`config.mk`:
```
export PLATFORM = sky130hd
export DESIGN_NAME = trivium_stream_ctrl
export DESIGN_NICKNAME = d
export VERILOG_FILES = /design/src/rtl/trivium_stream_ctrl.sv
export SDC_FILE = /design/constraint.sdc
export NUM_CORES = 1
export LEC_CHECK = 0
export CELL_PAD_IN_SITES_DETAIL_PLACEMENT = 0
export CELL_PAD_IN_SITES_GLOBAL_PLACEMENT = 1
export CORE_MARGIN = 8
export CORE_UTILIZATION = 32
export DETAILED_ROUTE_END_ITERATION = 10
export GPL_TIMING_DRIVEN = 0
export PLACE_DENSITY_LB_ADDON = 0.1
export SLEW_MARGIN = 10
export SYNTH_ARGS = -nofsm -noshare
export SYNTH_HDL_FRONTEND = slang
export SYNTH_SLANG_ARGS = --single-unit
```
`constraint.sdc`:
```
create_clock -name clk_i -period 8.1 [get_ports clk_i]
set_input_delay 1.62 -clock clk_i [delete_from_list [all_inputs] [get_ports clk_i]]
set_output_delay 1.62 -clock clk_i [all_outputs]
set_load 0.1 [all_outputs]
```
`src/rtl/trivium_stream_ctrl.sv`:
```
// Sequencer for a bit-serial Trivium core: latches key/IV, loads and warms up the core,
// then packs keystream bits LSB-first into bytes and XORs them onto a plaintext byte stream.
module trivium_stream_ctrl #(
  parameter int WARMUP_CYCLES = 1152,
  parameter int LEN_W         = 16
) (
  input  logic             clk_i,
  input  logic             rst_i,
  input  logic             start_i,
  input  logic             abort_i,
  input  logic [79:0]      key_i,
  input  logic [79:0]      iv_i,
  input  logic [LEN_W-1:0] msg_len_i,
  input  logic             pt_valid_i,
  output logic             pt_ready_o,
  input  logic [7:0]       pt_data_i,
  output logic             ct_valid_o,
  input  logic             ct_ready_i,
  output logic [7:0]       ct_data_o,
  output logic             busy_o,
  output logic             done_o,
  output logic             core_load_o,
  output logic [79:0]      core_key_o,
  output logic [79:0]      core_iv_o,
  output logic             core_step_o,
  output logic             core_init_o,
  input  logic             core_ks_i
);

  localparam int WCNT_W = (WARMUP_CYCLES > 1) ? $clog2(WARMUP_CYCLES) : 1;

  typedef enum logic [2:0] {IDLE, LOAD, WARMUP, GATHER, HOLD, FLUSH} state_e;

  state_e             state_q, state_d;
  logic [79:0]        key_q, key_d;
  logic [79:0]        iv_q, iv_d;
  logic [LEN_W-1:0]   bytes_left_q, bytes_left_d;
  logic [WCNT_W-1:0]  warm_cnt_q, warm_cnt_d;
  logic [2:0]         bit_cnt_q, bit_cnt_d;
  logic [7:0]         ks_byte_q, ks_byte_d;
  logic               ks_full_q, ks_full_d;
  logic               ct_valid_q, ct_valid_d;
  logic [7:0]         ct_data_q, ct_data_d;
  logic               done_q, done_d;
  logic               pt_hs, ct_hs;

  // A new plaintext byte may enter when the held ciphertext slot is free or leaving this cycle.
  assign pt_ready_o = (state_q == HOLD) && ks_full_q && (!ct_valid_q || ct_ready_i);
  assign pt_hs      = pt_ready_o && pt_valid_i;
  assign ct_hs      = ct_valid_q && ct_ready_i;

  assign ct_valid_o  = ct_valid_q;
  assign ct_data_o   = ct_data_q;
  assign done_o      = done_q;
  assign busy_o      = (state_q != IDLE);
  assign core_load_o = (state_q == LOAD);
  assign core_step_o = (state_q == WARMUP) || (state_q == GATHER);
  assign core_init_o = (state_q == WARMUP);
  assign core_key_o  = key_q;
  assign core_iv_o   = iv_q;

  always_comb begin
    state_d      = state_q;
    key_d        = key_q;
    iv_d         = iv_q;
    bytes_left_d = bytes_left_q;
    warm_cnt_d   = warm_cnt_q;
    bit_cnt_d    = bit_cnt_q;
    ks_byte_d    = ks_byte_q;
    ks_full_d    = ks_full_q;
    ct_valid_d   = ct_valid_q;
    ct_data_d    = ct_data_q;
    done_d       = 1'b0;

    if (ct_hs) ct_valid_d = 1'b0;

    case (state_q)
      IDLE: begin
        if (start_i) begin
          if (msg_len_i == '0) begin
            done_d = 1'b1;
          end else begin
            key_d        = key_i;
            iv_d         = iv_i;
            bytes_left_d = msg_len_i;
            state_d      = LOAD;
          end
        end
      end
      LOAD: begin
        warm_cnt_d = '0;
        state_d    = WARMUP;
      end
      WARMUP: begin
        warm_cnt_d = warm_cnt_q + WCNT_W'(1);
        if (warm_cnt_q == WCNT_W'(WARMUP_CYCLES - 1)) begin
          bit_cnt_d = '0;
          state_d   = GATHER;
        end
      end
      GATHER: begin
        ks_byte_d[bit_cnt_q] = core_ks_i;
        bit_cnt_d            = bit_cnt_q + 3'd1;
        if (bit_cnt_q == 3'd7) begin
          ks_full_d = 1'b1;
          state_d   = HOLD;
        end
      end
      HOLD: begin
        if (pt_hs) begin
          ct_data_d    = pt_data_i ^ ks_byte_q;
          ct_valid_d   = 1'b1;
          ks_full_d    = 1'b0;
          bytes_left_d = bytes_left_q - LEN_W'(1);
          state_d      = (bytes_left_q == LEN_W'(1)) ? FLUSH : GATHER;
        end
      end
      FLUSH: begin
        if (ct_hs) begin
          done_d  = 1'b1;
          state_d = IDLE;
        end
      end
      default: state_d = IDLE;
    endcase

    // Abort wins over everything, including a start seen in the same cycle.
    if (abort_i) begin
      state_d      = IDLE;
      key_d        = '0;
      iv_d         = '0;
      bytes_left_d = '0;
      warm_cnt_d   = '0;
      bit_cnt_d    = '0;
      ks_full_d    = 1'b0;
      ct_valid_d   = 1'b0;
      done_d       = 1'b0;
    end
  end

  always_ff @(posedge clk_i or posedge rst_i) begin
    if (rst_i) begin
      state_q      <= IDLE;
      key_q        <= '0;
      iv_q         <= '0;
      bytes_left_q <= '0;
      warm_cnt_q   <= '0;
      bit_cnt_q    <= '0;
      ks_byte_q    <= '0;
      ks_full_q    <= 1'b0;
      ct_valid_q   <= 1'b0;
      ct_data_q    <= '0;
      done_q       <= 1'b0;
    end else begin
      state_q      <= state_d;
      key_q        <= key_d;
      iv_q         <= iv_d;
      bytes_left_q <= bytes_left_d;
      warm_cnt_q   <= warm_cnt_d;
      bit_cnt_q    <= bit_cnt_d;
      ks_byte_q    <= ks_byte_d;
      ks_full_q    <= ks_full_d;
      ct_valid_q   <= ct_valid_d;
      ct_data_q    <= ct_data_d;
      done_q       <= done_d;
    end
  end

endmodule

```
==> results.txt, run 1 <==
----------------------------------------------------
[Pwr]
  Part of the total power dissipated in sequential elements ... 0.268
  Share of power burned in combinational logic ... 0.493
  Power dissipated by switching net loads ... 2.41 mW
  Internal power of the cells ... 2.60 mW
  Static leakage ... 6.12 nW
  Total power per unit cell area ... approximately 340 nW/µm²
  Switching power share of the total ... 0.481
  Total power of the final layout ... roughly 5 mW
  Worst-case vdd ir drop ... between 0.00015 and 0.0002 V
  Clock Power Share ... 0.239

[Logic synthesis]
  Top flip-flop cell by instance count after synthesis ... dfrtp_1
  Flip-flop and latch count after synthesis ... 212
  Seq/Total Area, Yosys ... 0.560
  FFs w/ async S/R, synth ... 1.00
  Most area-hungry cell type in the Yosys netlist ... dfrtp_1
  Top-count cell post-synth ... nand2_1
  Top post-synthesis cells by area ... dfrtp_1 56%, nand2_1 14%, a21oi_1 9.3%, buf_6 2.1%, buf_2 1.4%
  Synth cell types ... 55
  Post-synthesis instance area ... around 9500 µm²
  Post-synth EDFFs ... 0
  Avg Cell Area, Syn ... 9.21 µm²
  Leading cell types by count after synthesis ... 353 x nand2_1, 212 x dfrtp_1, 176 x a21oi_1
  Post-synthesis cell count ... roughly 1.0k
  Syn_nets ... about 1.2k
  Area share of the largest cell type after synthesis ... 0.560
  Total of warnings raised by yosys ... 0

[Die]
  Ports placed on the boundary ... about 370
  Placeable core area ... 29,400 µm²
  # rows ... 63
  Width of the chip ... around 190 µm
  Die outline height ... about 190 µm
  DIE AREA ... about 35,000 µm²
  Initial core utilization ... 0.322

[Layout]
  Syn-to-layout area delta ... 53.4%
  Finished Cell Area ... ~15,000 µm²
  Core Util, Final ... 0.495
  Number of nets in the layout ... ~1.6k
  Fraction of layout cells with a size suffix above 1 ... 0.0786

[CTS]
  Register clock-pin slew on the reported worst setup and hold paths ... 0.06 ns
  Number of buffers on the longest clock path ... 3
  Number of cells upsized or downsized after cts ... 0
  TritonCTS clock tree ... done
  Total clock buffers created by CTS ... 25
  Setup Fix Bufs, Post-CTS ... 0
  Clock sinks ... ~210
  Clk Latency, worst-skew pair ... ~0.53 ns
  Clock root cell ... clkbuf_16
  CTS hold repair buffers ... 0
  Max H-tree Level ... 1

[STA]
  Count of final hold-check violations ... 0
  Worst max-slew margin expressed relative to the limit ... 0.227
  Final period demand of the worst path ... around 5.2 ns
  Transition time at the pin with the least slew margin ... between 1 and 1.5 ns
  Largest clock skew in the final design ... about 0.016 ns
  Total count of max-transition violations in the final report ... 0
  Final clock period utilization by the worst path ... 0.644
  Setup repair after global routing missed its margin ... no
  Maximum operating frequency ... ~190 MHz
  Final setup violation count ... 0

[Worst setup path]
  Endpoint of the lowest-slack register-to-register path ... bytes_left_q[14]
  Top fanout value on the critical path ... 3
  Reg-to-reg startpoint ... bytes_left_q[0]
  Crit start category ... primary input
  Largest incremental delay on the critical path ... 1.13 ns
  Category of the most critical setup path ... in2out
  Master of the slowest instance on the critical path ... clkdlybuf4s50_1
  Crit path launch ... ct_ready_i
  Reg-to-reg slack, setup ... around 6 ns
  Crit path capture ... pt_ready_o
  Worst-path cell chain ... clkdlybuf4s50_1 -> nand2b_1 -> and3_1 -> clkdlybuf4s50_1
  Endpoint class of the critical path ... output pin
  Data required, critical path ... roughly 6.5 ns
  Crit path arrival time ... ~3.6 ns
  Cell repeated most along the worst path ... clkdlybuf4s50_1
  Worst reg-to-reg path cell count ... 7

[GRT]
  Antenna violations before repair ... 6
  Largest net degree at the start of global routing ... roughly 100
  Wire length of the first global-routing pass ... roughly 55,000 µm
  All-Layer GR Usage ... 0.198
  GR Overflow Total ... 0
  Number of global-route vias before repair ... a little over 9k

[Place]
  Buffers on Ports ... 364
  Area after DPL ... 13,700 µm²
  Estimated wirelength of the detail-placed design ... between 20,000 and 30,000 µm
  Placer's final routability congestion estimate ... 0.801

[Worst hold path]
  Worst min-delay path category ... reg2reg
  Worst Hold Launch ... warm_cnt_q[10]

[Drt]
  Vias ... slightly below 9k
  Starting DRT DRC Count ... ~500
  Pre-antenna DRT Iters ... 5
  Met2 wire length ... roughly 17,000 µm
  Wire length on met3 ... 3490 µm
  Met1 Wirelength ... around 15,000 µm
  Ratio of routed vias to standard cells ... 4.77
  Number of remaining DRC errors ... 0
  WL per Instance ... roughly 20 µm
  Top layer used by detailed routing ... met5
  Total detailed-routing wirelength ... about 36,000 µm
  Antenna-violating nets left ... 0

[Flow run]
  Count of max-cap constraint violations ... 0

[Run status]
  Run status ... completed

----------------------------------------------------
-- power groups by stage --
stage               combinational, mW  clock [mW]  sequential, mW
detailed placement               2.49           0            1.36
CTS                              2.49        1.23            1.34
finish                           2.47        1.20            1.34
floorplan                       0.731           0            2.41
global placement                 2.49           0            1.36
global route                     2.61        1.27            1.37
-- logic make-up (layout without fill, tap and decap cells) --
| logic type | Yosys count | after routing | share of synthesized area |
|---|---|---|---|
| XOR/XNOR | 12 | 12 | 0.0111 |
| flip-flops | 212 | 212 | 0.560 |
| other | 0 | 3 | 0 |
| buffers and inverters | 80 | 489 | 0.0534 |
| AO/OA/AOI/OAI | 245 | 245 | 0.143 |
| AND/OR/NAND/NOR | 456 | 456 | 0.205 |
| adder cells (fa/ha/maj) | 5 | 5 | 0.00660 |
| multiplexers | 19 | 19 | 0.0211 |
-- worst min path at each step --
| stage | endpoint | cells after the start |
|---|---|---|
| 6_report | warm_cnt_q[10] | 1 |
| 5_1_grt | core_key_o[24] | 2 |
| 4_1_cts | warm_cnt_q[10] | 1 |
| 3_5_place_dp | warm_cnt_q[10] | 1 |
| 3_3_place_gp | warm_cnt_q[10] | 1 |
| 2_1_floorplan | warm_cnt_q[10] | 1 |
-- cells in the final DEF, fill, tap and decap left out, drive strengths merged, types with 3 or more instances in the layout --
cell type        n
a211oi           3
a21oi          176
a22o             4
a31oi            5
buf             49
bufinv           4
clkbuf          60
clkdlybuf4s50  364
clkinv           3
dfrtp          212
diode            3
ha               5
inv              9
mux2             8
mux2i           11
nand2          353
nand2b           3
nand3           19
nand3b           5
nand4            5
nor2            34
nor3            11
nor3b            6
nor4             9
o21ai           31
o311a            3
o311ai           3
o31ai            5
o41ai            5
xnor2            9
xor2             3
-- state kept, by name, summed over array words and instances, names as in the netlist --
| name | flops |
|---|---|
| core_iv_o | 80 |
| done_o | 1 |
| ct_data_o | 8 |
| warm_cnt_q | 11 |
| bit_cnt_q | 3 |
| state_q | 3 |
| bytes_left_q | 16 |
| ks_full_q | 1 |
| ks_byte_q | 8 |
| ct_valid_o | 1 |
| core_key_o | 80 |
-- per-stage QoR --
step | hold slack [ns] | setup WS [ns] | std cells | TNS [ns]
global placement | 0.483 | -2.89 | 1783 | -606.06
detailed placement | 0.487 | 2.89 | 1785 | 0
floorplan | 0.451 | 0.686 | 1029 | 0
CTS | 0.494 | 2.88 | 1828 | 0
global route | 0.534 | 2.84 | 1831 | 0
finish | 0.496 | 2.89 | 1831 | 0
-- routing by layer --
metal,vias to the layer above,global-route usage
met2,302,0.322
li1,4249,-
met5,-,0
met3,48,0.0739
met4,6,0.0497
met1,4122,0.244
-- layout make-up --
cell class	instances	area, µm²
fill	2847	14900
sequential	212	5310
timing repair buffer	366	3700
multi-input combinational	737	3670
clock buffer	35	713
tap	390	488
buffer	72	477
clock inverter	8	144
inverter	8	37.5
antenna	3	7.51
-- critical path: cells and delay by family --
family	cells	cell delay, ns
buf+inv	2	1.64
simple gates	2	0.33
Power figures use the tool's default switching activity.
==> run 2, diff against run 1 <==
--- a/config.mk
+++ b/config.mk
@@ -8,7 +8,7 @@
 export CELL_PAD_IN_SITES_DETAIL_PLACEMENT = 0
 export CELL_PAD_IN_SITES_GLOBAL_PLACEMENT = 1
 export CORE_MARGIN = 8
-export CORE_UTILIZATION = 32
+export CORE_UTILIZATION = 29
 export DETAILED_ROUTE_END_ITERATION = 10
 export GPL_TIMING_DRIVEN = 0
 export PLACE_DENSITY_LB_ADDON = 0.1
==> constraint.sdc (replaced) <==
create_clock -name clk_i -period 4.2 [get_ports clk_i]
set_input_delay 0.84 -clock clk_i [delete_from_list [all_inputs] [get_ports clk_i]]
set_output_delay 0.84 -clock clk_i [all_outputs]
set_load 0.1 [all_outputs]
==> run 2 against run 1 <==
Power up 97%. First-iteration DRC count down 7.0%. Count of clock-buffer cells in the layout up 5. Die area up 9.4%. Via count up 0.85%. Worst setup slack worse by 2.4 ns. Utilization down 3.8 points. Clock power up 110%. Sequential power up 93%. Hold slack worse by 0.0013 ns.
==> results.txt, run 2 (synthesis results as in run 1) <==
----------------------------------------------------
[Drt]
  Total detailed-routing wirelength ... 36,900 µm (+2.7%)
  Vias ... 8,801 (+0.85%)
  Starting DRT DRC Count ... 463 (-7.0%)
  Pre-antenna DRT Iters ... 5 (unchanged)
  WL per Instance ... 19.5 µm (-0.77%)
  Number of remaining DRC errors ... 0 (unchanged)
  Antenna-violating nets left ... 0 (unchanged)
  Ratio of routed vias to standard cells ... 4.64 (-2.6%)

[Run status]
  Run status ... completed

[CTS]
  Setup Fix Bufs, Post-CTS ... 0 (unchanged)
  Clock sinks ... 212 (unchanged)
  Register clock-pin slew on the reported worst setup and hold paths ... 0.06 ns (about the same)
  Max H-tree Level ... 1 (unchanged)
  Number of buffers on the longest clock path ... 3 (unchanged)
  Clock root cell ... clkbuf_16
  TritonCTS clock tree ... done
  Number of cells upsized or downsized after cts ... 0 (unchanged)
  Total clock buffers created by CTS ... 27 (+8.0%)
  Clk Latency, worst-skew pair ... 0.53 ns (about the same)
  CTS hold repair buffers ... 0 (unchanged)

[Die]
  Ports placed on the boundary ... 366 (unchanged)
  Die outline height ... 197 µm (+4.6%)
  Initial core utilization ... 0.293 (-0.0296)
  Placeable core area ... 32,400 µm² (+10%)
  Width of the chip ... 197 µm (+4.6%)
  # rows ... 66 (+4.8%)
  DIE AREA ... 38,700 µm² (+9.4%)

[Pwr]
  Internal power of the cells ... 5.16 mW (+99%)
  Clock Power Share ... 0.251 (+0.012)
  Part of the total power dissipated in sequential elements ... 0.263 (-0.005)
  Share of power burned in combinational logic ... 0.486 (-0.007)
  Total power per unit cell area ... 666 nW/µm² (+93%)
  Power dissipated by switching net loads ... 4.68 mW (+94%)
  Worst-case vdd ir drop ... 0.000397 V (+99%)
  Switching power share of the total ... 0.476 (-0.00546)
  Static leakage ... 6.21 nW (+1.4%)

[GRT]
  Wire length of the first global-routing pass ... 56,600 µm (+2.1%)
  All-Layer GR Usage ... 0.186 (-0.0115)
  Number of global-route vias before repair ... 9,077 (unchanged)
  GR Overflow Total ... 0 (unchanged)
  Largest net degree at the start of global routing ... 33 (-66%)
  Antenna violations before repair ... 4 (-2)

[Place]
  Worst setup slack before clock tree synthesis ... 0.582 ns (-2.31 ns)
  Area after DPL ... 13,800 µm² (+1.1%)
  # placed instances ... 1,842 (+3.2%)
  Buffers on Ports ... 364 (unchanged)
  Estimated wirelength of the detail-placed design ... 27,800 µm (+4.8%)
  Placer's final routability congestion estimate ... 0.791 (-1.2%)

[STA]
  Final period demand of the worst path ... between 3 and 4 ns
  Maximum operating frequency ... roughly 270 MHz
  Count of final hold-check violations ... 0 (unchanged)
  Post-route worst hold slack ... 0.495 ns (-0.00130 ns)
  Final setup violation count ... 0 (unchanged)
  Crit path setup slack, layout ... 0.451 ns (-2.44 ns)
  Largest clock skew in the final design ... 0.00657 ns (-0.00915 ns)
  Total count of max-transition violations in the final report ... 0 (unchanged)
  Final clock period utilization by the worst path ... 0.893
  Setup repair after global routing missed its margin ... no
  Transition time at the pin with the least slew margin ... 1.12 ns (-0.0345 ns)
  Worst max-slew margin expressed relative to the limit ... 0.250 (+0.0231)

[Worst setup path]
  Crit path arrival time ... 2.91 ns (-0.68 ns)
  Category of the most critical setup path ... reg2out
  Crit start category ... flip-flop
  Endpoint class of the critical path ... output pin
  Top fanout value on the critical path ... 10 (+7)
  Data required, critical path ... 3.36 ns (-3.12 ns)

[Layout]
  Core Util, Final ... 0.457 (-0.0377)
  Number of cells in the finished layout apart from fillers ... 1,895 (+3.5%)
  Leading cell type in the layout, fill and taps excluded ... clkdlybuf4s50_1
  Number of nets in the layout ... 1,625 (+0.43%)
  Top library cells by usage in the layout, fill and taps aside ... 364 x clkdlybuf4s50_1, 353 x nand2_1, 212 x dfrtp_1
  Syn-to-layout area delta ... 56.0%
  Finished Cell Area ... 14,800 µm² (+1.7%)
  Fraction of layout cells with a size suffix above 1 ... 0.0862 (+0.00763)

[Worst hold path]
  Worst min-delay path category ... reg2reg

[Flow run]
  Count of max-cap constraint violations ... 0 (unchanged)

----------------------------------------------------
[run 2: cell count changes in the layout (fill, tap and decap cells not counted), sizes merged]
cell / change
buf: +5
clkinv: +2
inv: -1
clkinvlp: +1
clkbuf: +5
[run 2: final timing paths]
| check | slack (ns) | to | from | cells past startpoint |
|---|---|---|---|---|
| min in group asynchronous | 0.71 | core_key_o[18] | rst_i | 2 |
| max in group asynchronous | 2.49 | ct_data_o[3] | rst_i | 5 |
| min reg2reg | 0.49 | warm_cnt_q[10] | warm_cnt_q[10] | 1 |
| max | 0.45 | pt_ready_o | state_q[2] | 4 |
| max reg2reg | 2.10 | bytes_left_q[14] | bytes_left_q[0] | 7 |
| min | 0.49 | warm_cnt_q[10] | warm_cnt_q[10] | 1 |
[run 2: routing by layer]
layer	share of wire	wire length, µm	GRT usage
met1	0.41	15300	0.232
met3	0.11	3950	0.0756
met5	0.00035	13	0
met4	0.018	662	0.0407
met2	0.46	17000	0.300
[run 2: power groups by stage]
stage,clock network [mW],registers (mW),logic [mW]
after floorplan,0,4.66,1.41
after global placement,0,2.62,4.83
after detailed placement,0,2.62,4.84
after CTS,2.55,2.59,4.85
after global routing,2.63,2.64,5.07
final,2.47,2.59,4.79
[run 2: layout make-up]
class,count,area [µm²]
diodes,3,7.51
plain buffers,72,477
clock buffers,40,805
clock inverters,10,154
fillers,3234,17600
inverters,8,33.8
multi-input cells,737,3670
flip-flops and latches,212,5310
well taps,442,553
repair buffers,371,3780
[run 2: critical path: stages, from the launching register on]
cell and delay [ns]:
dfrtp_1 0.36, buf_4 0.19, nor3b_4 0.46, and3_1 0.23
clkdlybuf4s50_1 1.13
[run 2: through the flow]
step	setup TNS, ns	total power [mW]
3_3_place_gp	-320.19	7.45
6_report	0	9.85
5_1_grt	0	10.3
3_5_place_dp	0	7.46
4_1_cts	0	9.99
2_1_floorplan	0	6.07
